==> config.mk <==
export PLATFORM = sky130hd
export DESIGN_NAME = entry_exit_detector
export DESIGN_NICKNAME = d
export VERILOG_FILES = /design/src/rtl/entry_exit_detector.sv
export SDC_FILE = /design/constraint.sdc
export NUM_CORES = 1
export LEC_CHECK = 0
export ABC_AREA = 1
export CAP_MARGIN = 20
export CORE_MARGIN = 5
export CORE_UTILIZATION = 46
export DETAILED_ROUTE_END_ITERATION = 8
export GPL_ROUTABILITY_DRIVEN = 0
export PLACE_DENSITY = 0.67
export SKIP_LAST_GASP = 1
export SLEW_MARGIN = 20
export SYNTH_ARGS = -nofsm -noshare
export SYNTH_HDL_FRONTEND = slang
export SYNTH_SLANG_ARGS = --single-unit
==> constraint.sdc <==
create_clock -name clk -period 2.8 [get_ports clk]
set_clock_uncertainty 0.1 [all_clocks]
set_input_delay 0.56 -clock clk [delete_from_list [all_inputs] [get_ports clk]]
set_output_delay 0.56 -clock clk [all_outputs]
set_load 0.005 [all_outputs]
==> src/rtl/entry_exit_detector.sv <==
// Two-beam gate passage detector: sync + debounce both sensors, then a direction
// FSM that emits one-cycle up/down pulses for completed entries/exits.
module entry_exit_detector #(
    parameter int DEBOUNCE = 4,
    parameter int CNT_W    = 8
) (
    input  logic clk,
    input  logic reset,
    input  logic a,
    input  logic b,
    output logic up,
    output logic down,
    output logic busy,
    output logic err
);

    typedef enum logic [2:0] {
        IDLE  = 3'd0,
        IN1   = 3'd1,
        IN2   = 3'd2,
        IN3   = 3'd3,
        OUT1  = 3'd4,
        OUT2  = 3'd5,
        OUT3  = 3'd6,
        ABORT = 3'd7
    } state_e;

    localparam logic [CNT_W-1:0] CNT_MAX = CNT_W'(DEBOUNCE - 1);

    // Index 1 = sensor a, index 0 = sensor b, so f_q reads as {fa,fb}.
    logic [1:0]       s1_q, s2_q, f_q, f_d;
    logic [CNT_W-1:0] cnt_q [2];
    logic [CNT_W-1:0] cnt_d [2];

    state_e state_q, state_d;
    logic   up_d, down_d, busy_d, err_d;

    always_comb begin
        f_d   = f_q;
        cnt_d = cnt_q;
        for (int unsigned i = 0; i < 2; i++) begin
            if (s2_q[i] == f_q[i]) begin
                cnt_d[i] = '0;
            end else if (cnt_q[i] == CNT_MAX) begin
                f_d[i]   = s2_q[i];
                cnt_d[i] = '0;
            end else begin
                cnt_d[i] = cnt_q[i] + 1'b1;
            end
        end
    end

    always_ff @(posedge clk or negedge reset) begin
        if (!reset) begin
            s1_q     <= '0;
            s2_q     <= '0;
            f_q      <= '0;
            cnt_q[0] <= '0;
            cnt_q[1] <= '0;
        end else begin
            s1_q  <= {a, b};
            s2_q  <= s1_q;
            f_q   <= f_d;
            cnt_q <= cnt_d;
        end
    end

    // State register and registered outputs.
    always_ff @(posedge clk or negedge reset) begin
        if (!reset) begin
            state_q <= IDLE;
            up      <= 1'b0;
            down    <= 1'b0;
            busy    <= 1'b0;
            err     <= 1'b0;
        end else begin
            state_q <= state_d;
            up      <= up_d;
            down    <= down_d;
            busy    <= busy_d;
            err     <= err_d;
        end
    end

    always_comb begin
        state_d = state_q;
        unique case (state_q)
            IDLE:  case (f_q)
                       2'b10: state_d = IN1;
                       2'b01: state_d = OUT1;
                       2'b11: state_d = ABORT;
                       default: state_d = IDLE;
                   endcase
            IN1:   case (f_q)
                       2'b00: state_d = IDLE;
                       2'b11: state_d = IN2;
                       2'b01: state_d = ABORT;
                       default: state_d = IN1;
                   endcase
            IN2:   case (f_q)
                       2'b01: state_d = IN3;
                       2'b10: state_d = IN1;
                       2'b00: state_d = ABORT;
                       default: state_d = IN2;
                   endcase
            IN3:   case (f_q)
                       2'b00: state_d = IDLE;
                       2'b11: state_d = IN2;
                       2'b10: state_d = ABORT;
                       default: state_d = IN3;
                   endcase
            OUT1:  case (f_q)
                       2'b00: state_d = IDLE;
                       2'b11: state_d = OUT2;
                       2'b10: state_d = ABORT;
                       default: state_d = OUT1;
                   endcase
            OUT2:  case (f_q)
                       2'b10: state_d = OUT3;
                       2'b01: state_d = OUT1;
                       2'b00: state_d = ABORT;
                       default: state_d = OUT2;
                   endcase
            OUT3:  case (f_q)
                       2'b00: state_d = IDLE;
                       2'b11: state_d = OUT2;
                       2'b01: state_d = ABORT;
                       default: state_d = OUT3;
                   endcase
            ABORT: state_d = (f_q == 2'b00) ? IDLE : ABORT;
            default: state_d = IDLE;
        endcase
    end

    always_comb begin
        up_d   = (state_q == IN3)  && (f_q == 2'b00);
        down_d = (state_q == OUT3) && (f_q == 2'b00);
        err_d  = (state_d == ABORT) && (state_q != ABORT);
        busy_d = (state_d != IDLE);
    end

endmodule

==> qor.yml, run 1 <==
worst_setup_path:
  required_ns: 2.14
  crit_type: "flip-flop to primary output"
  crit_family: "buffers and inverters"
  setup.worst_path.end_class: "primary output"
  r2r_start: "f_q[0]"
  worst-path-stages: 1
  cpPeakStageDelay_ns: 0.49
  cp-start-kind: "flip-flop"
  cp-startpoint: "err"
  endpoint: "err"
  worstPathCellList: "clkdlybuf4s50_1"
  crit_fanout: 1
  crit_arrival_ns: 1.15
  r2r-end: "busy"
  slowest_stage: "clkdlybuf4s50_1"
  worst-path-buf-inv: 1
  regToRegSetupSlack_ns: 1.11
  rr_worst_depth: 8
floorplanning:
  die_h_microns: 68.7
  fp.dieW_microns: 68.7
  dieArea_sq_mm: 0.00472
  fp.coreArea_sq_mm: 0.00334
  start_util_pct: 47.5
  io-pin-count: 8
  rows: 21
power:
  finalPower_mw: 1.58
  p_per_area_mw_per_mm2: 905
  p_leak_nw: 0.818
  vdd_drop_max_uv: 312
yosys:
  synthTopCellsByArea: "dfrtp_1, ha_1, nor2_1"
  synth_ff_type: "dfrtp_1"
  ys_seq_elements: 29
  ys_types: 27
  synth.most_common_cell: "dfrtp_1"
  synth_top_area_cell: "dfrtp_1"
  yosysTopAreaCellShare_pct: 45.7
  ys_seq_area_share_pct: 45.7
  syn-cell-area_sq_mm: 0.00159
  yosys_warnings: 0
  syn_avg_cell_area_sq_um: 9.07
  synth_edf_count: 0
  syn_nets: 189
  synth_common_cells: "dfrtp_1, nor2_1, inv_1"
  async_reset_ff_share_pct: 100
  syn_inst: 175
timing:
  hold_viol: 0
  setup_tns_ns: 0
  setup_viol: 0
  worst_pin_slew_ns: 0.506
  slew_headroom_pct: 66.3
  slew_viol_final: 0
  rsz0062_at_grt: "no"
  min_period_ns: 1.81
  post-route-period-util_pct: 64.6
  finalWorstSetupSlack_ns: 0.991
  max_freq_mhz: 553
clock_network:
  root_buffer: "clkbuf_4"
  clkTransAtPathRegs_ns: 0.09
  clock_path_buffers: 2
  postCtsSetupBuffers: 0
  htreeDepth: 2
  clock_latency_ns: 0.33
  cts.sinks: 29
  cts_buffers: 5
  cts.hold.buffers_added: 0
  ctsResizeCount: 0
  tritoncts: "yes"
global_route:
  grt_util_all_layers_pct: 13.7
  grt_pass1_vias: 1129
  grt_max_degree: 30
  overflow: 0
  grt_pass1_wl_mm: 4.71
  antenna_found_initial: 0
place:
  dp_hpwl_mm: 2.00
  port_buffers: 7
  post-place-ws_ns: 1.12
detailed_routing:
  vias: 1162
  postRouteAntennaNets: 0
  routed_via_density: 4.97
  routedWlPerCell_microns: 11.3
  totalWireLength_mm: 2.65
  first_pass_iters: 4
  drc: 0
  drt_iter0_drc: 113
layout:
  multi_input_area_sq_um: 722
  seqCellArea_sq_um: 726
  fillCellCount: 330
  diodes: 0
  syn_to_final_growth_pct: 9.86
  drive_gt1_share_pct: 17.6
  fin_nets: 201
status:
  status: "finished, final reports clean"
worst_hold_path:
  holdCritStartpoint: "s1_q[1]"
  hold_path_class: "flip-flop to flip-flop"
flow_run:
  cap_violations: 0
cell families after synthesis:
family                     count (synthesis)  synth area share, %
buffers and inverters                     29                 8.75
AOI/OAI and AO/OA                         11                 5.05
and+or+nand+nor                           90                 29.3
adders and majority gates                 10                 7.89
DFF                                       29                 45.7
xor gates and xnor gates                   6                 3.31
layer usage:
layer | share of wire [%] | wire, microns | up-vias | global-route usage (%)
met4 | 1.7 | 44 | 0 | 6.81
met1 | 46 | 1230 | 543 | 16.1
li1 | - | - | 587 | -
met2 | 47 | 1250 | 28 | 21.8
met3 | 5.0 | 132 | 4 | 5.35
met5 | 0 | 0 | - | 0
stage by stage:
step           cell area, sq um  instances  util [%]  hold slack (ns)
3_5_place_dp               1690        226      50.6            0.240
5_1_grt                    1740        234      52.2            0.268
6_report                   1740        234      52.2            0.259
2_1_floorplan              1590        175         -            0.164
4_1_cts                    1740        234      52.2            0.263
3_3_place_gp               1690        226      50.6            0.232
sequential cells by signal, summed over array words and instances, names as in the netlist, 2 cells and up:
name	count
s1_q	2
f_q	2
state_q	3
s2_q	2
cnt_q	16
worst min path at each step:
stage                          to  cells past startpoint
after detailed placement  s2_q[1]                      0
after floorplan              busy                      0
final                     s2_q[1]                      0
after CTS                 s2_q[1]                      0
after global routing      s2_q[1]                      0
after global placement    s2_q[1]                      0
where the power goes:
part / switching (mW) / total, mW / leakage (nW) / internal (mW)
Sequential: 0.145 / 0.648 / 0.376 / 0.503
Clock: 0.145 / 0.240 / 0.0310 / 0.0944
Combinational: 0.418 / 0.690 / 0.412 / 0.273
Total: 0.708 / 1.58 / 0.818 / 0.870
layout make-up:
| type | instances | share of cell area (%) |
|---|---|---|
| flip-flops and latches | 29 | 41.6 |
| inverters | 26 | 6.03 |
| multi-input cells | 117 | 41.4 |
| repair buffers | 8 | 4.45 |
| clock buffers | 5 | 2.15 |
| clock inverters | 3 | 1.01 |
| well taps | 46 | 3.30 |
cell usage in the layout (no fill, tap or decap), types with 2 or more instances in the layout:
master           synthesis  final
dfrtp_1                 29     29
nand3_1                 11     11
nand4_1                  9      9
nor3_1                   6      6
nand2_1                 19     19
clkinv_2                 0      2
nand2_2                  7      7
a21oi_1                  4      4
ha_1                    10     10
xor2_1                   5      5
nor3b_1                  5      5
nor2_4                   2      2
clkbuf_4                 0      5
o21ai_1                  2      2
nor2_2                   4      4
nand3_2                  2      2
inv_2                    3      3
clkdlybuf4s50_1          0      7
inv_4                    3      3
inv_1                   20     20
nor2_1                  23     23
Note: power is estimated with default switching activity, not from simulation.
==> inputs of run 2 (changes only) <==
==> constraint.sdc (replaced) <==
create_clock -name clk -period 1.8 [get_ports clk]
set_clock_uncertainty 0.1 [all_clocks]
set_input_delay 0.36 -clock clk [delete_from_list [all_inputs] [get_ports clk]]
set_output_delay 0.36 -clock clk [all_outputs]
set_load 0.005 [all_outputs]
==> qor.yml, run 2 (same netlist as run 1, synthesis figures left out) <==
status:
  status: "finished, final reports clean"
detailed_routing:
  drt_iter0_drc: 82  # -27%
  routedWlPerCell_microns: 11.3  # -0.40%
  routed_via_density: 4.91  # -1.2%
  first_pass_iters: 4  # unchanged
  postRouteAntennaNets: 0  # unchanged
  vias: 1143  # -1.6%
  drc: 0  # unchanged
  totalWireLength_mm: 2.63  # -0.83%
worst_setup_path:
  required_ns: 1.90  # -0.24 ns
  crit_fanout: 6  # +5
  r2r_start: "f_q[0]"
  cp-start-kind: "flip-flop"
  regToRegSetupSlack_ns: 0.13  # -0.98 ns
  cp-startpoint: "f_q[0]"
  crit_arrival_ns: 1.77  # +0.62 ns
  rr_worst_depth: 9  # +1
  slowest_stage: "dfrtp_2"
  r2r-end: "busy"
  cpPeakStageDelay_ns: 0.46  # -0.03 ns
  worstPathCellList: "inv_1 -> ha_1 -> inv_1 -> nand4_1 -> nand2_2 -> nor2_2 -> nand3_2 -> nor2_2 -> nand2_1"
  crit_type: "flip-flop to flip-flop"
  setup.worst_path.end_class: "flip-flop"
layout:
  drive_gt1_share_pct: 17.6  # +0.094 points
  fillCellCount: 320  # -3.0%
  largest_register_ff_count: 16  # unchanged
  fin_nets: 201  # unchanged
  reg_top3: "cnt_q (16), state_q (3)"
  layout_commonest_cell: "dfrtp_1"
  syn_to_final_growth_pct: 10.0
  seqCellArea_sq_um: 728  # +0.34%
  largest-register: "cnt_q"
  diodes: 0  # unchanged
  fin_util_pct: 52.3  # +0.075 points
  multi_input_area_sq_um: 722  # unchanged
  final_cell_mix: "dfrtp_1, nor2_1, inv_1"
global_route:
  grt_pass1_wl_mm: 4.67  # -0.87%
  overflow: 0  # unchanged
  antenna_found_initial: 0  # unchanged
  grt_util_all_layers_pct: 13.6  # -0.15 points
  grt_max_degree: 30  # unchanged
  grt_pass1_vias: 1094  # -3.1%
timing:
  max_freq_mhz: 598
  slew_viol_final: 0  # unchanged
  setup_tns_ns: 0  # unchanged
  slew_headroom_pct: 65.3  # -0.95 points
  min_period_ns: 1.67
  hold_viol: 0  # unchanged
  post-route-period-util_pct: 92.8
  worst_pin_slew_ns: 0.520  # +0.0142 ns
  rsz0062_at_grt: "no"
  setup_viol: 0  # unchanged
floorplanning:
  dieArea_sq_mm: 0.00472  # unchanged
  start_util_pct: 47.5  # unchanged
  rows: 21  # unchanged
  die_h_microns: 68.7  # unchanged
  fp.dieW_microns: 68.7  # unchanged
  io-pin-count: 8  # unchanged
  fp.coreArea_sq_mm: 0.00334  # unchanged
clock_network:
  cts.sinks: 29  # unchanged
  clock_latency_ns: 0.30  # -0.03 ns
  clkTransAtPathRegs_ns: 0.08  # about the same
  root_buffer: "clkbuf_4"
  postCtsSetupBuffers: 0  # unchanged
  clock_path_buffers: 2  # unchanged
  tritoncts: "yes"
  htreeDepth: 2  # unchanged
  cts_buffers: 5  # unchanged
place:
  dp_hpwl_mm: 1.98  # -0.66%
  port_buffers: 7  # unchanged
power:
  vdd_drop_max_uv: 733  # +140%
  switching_share_pct: 43.4  # -1.5 points
  intPower_mw: 1.40  # +61%
  p_per_area_mw_per_mm2: 1410  # +56%
  p_comb_share_pct: 43.6  # -0.2 points
  clkPwrFrac_pct: 15.3  # about the same
  p_sw_mw: 1.07  # +51%
  p_leak_nw: 0.817  # -0.16%
  p_seq_share_pct: 41.1  # about the same
worst_hold_path:
  hold_path_class: "flip-flop to flip-flop"
  hold_depth: 0  # unchanged
  holdCritStartpoint: "s1_q[1]"
  hold_end: "s2_q[1]"
flow_run:
  cap_violations: 0  # unchanged
## run 2: routing by layer
layer | wire [microns] | track usage [%] | share of wire (%)
met5 | 0 | 0 | 0
met4 | 13 | 5.35 | 0.49
met3 | 120 | 5.35 | 4.6
met2 | 1220 | 20.9 | 46
met1 | 1280 | 17.1 | 48
## run 2: worst max path at each step
stage,end,slack (ns),cells past startpoint
5_1_grt,busy,0.005,9
2_1_floorplan,busy,0.27,8
3_5_place_dp,busy,0.11,8
6_report,busy,0.13,9
4_1_cts,busy,0.09,8
3_3_place_gp,busy,0.19,8
## run 2: power by group through the flow
stage,registers [mW],clock network (mW),logic [mW]
floorplan,0.887,0,1.02
global placement,1.01,0,1.05
detailed placement,1.02,0,1.08
CTS,1.01,0.402,1.08
global route,1.04,0.448,1.23
finish,1.01,0.377,1.08
## run 2: area by class of cell
type / count / share of cell area (%)
clock buffers: 7 / 3.15
multi-input cells: 117 / 41.4
inverters: 26 / 6.02
flip-flops and latches: 29 / 41.7
repair buffers: 8 / 4.44
well taps: 46 / 3.30
## run 2: stage by stage
step | cells | hold WS [ns] | setup WS [ns] | cell area (sq um) | total power, mW
2_1_floorplan | 175 | -0.0356 | 0.274 | 1590 | 1.91
3_3_place_gp | 226 | 0.232 | 0.192 | 1690 | 2.06
3_5_place_dp | 226 | 0.235 | 0.108 | 1690 | 2.10
4_1_cts | 233 | 0.254 | 0.0936 | 1740 | 2.49
5_1_grt | 233 | 0.262 | 0.00516 | 1750 | 2.71
6_report | 233 | 0.252 | 0.129 | 1750 | 2.47
## run 2: timing repair
action / in CTS / in global routing
resized for setup: 0 / 2
endpoints found under the setup margin: 0 / 2
hold buffers: 0 / 0
## run 2: critical path, delay by kind of cell (launching register included)
family | cells | cell delay (ns)
flops | 1 | 0.46
simple gates | 6 | 0.52
fa+ha+maj | 1 | 0.23
buf+inv | 2 | 0.26
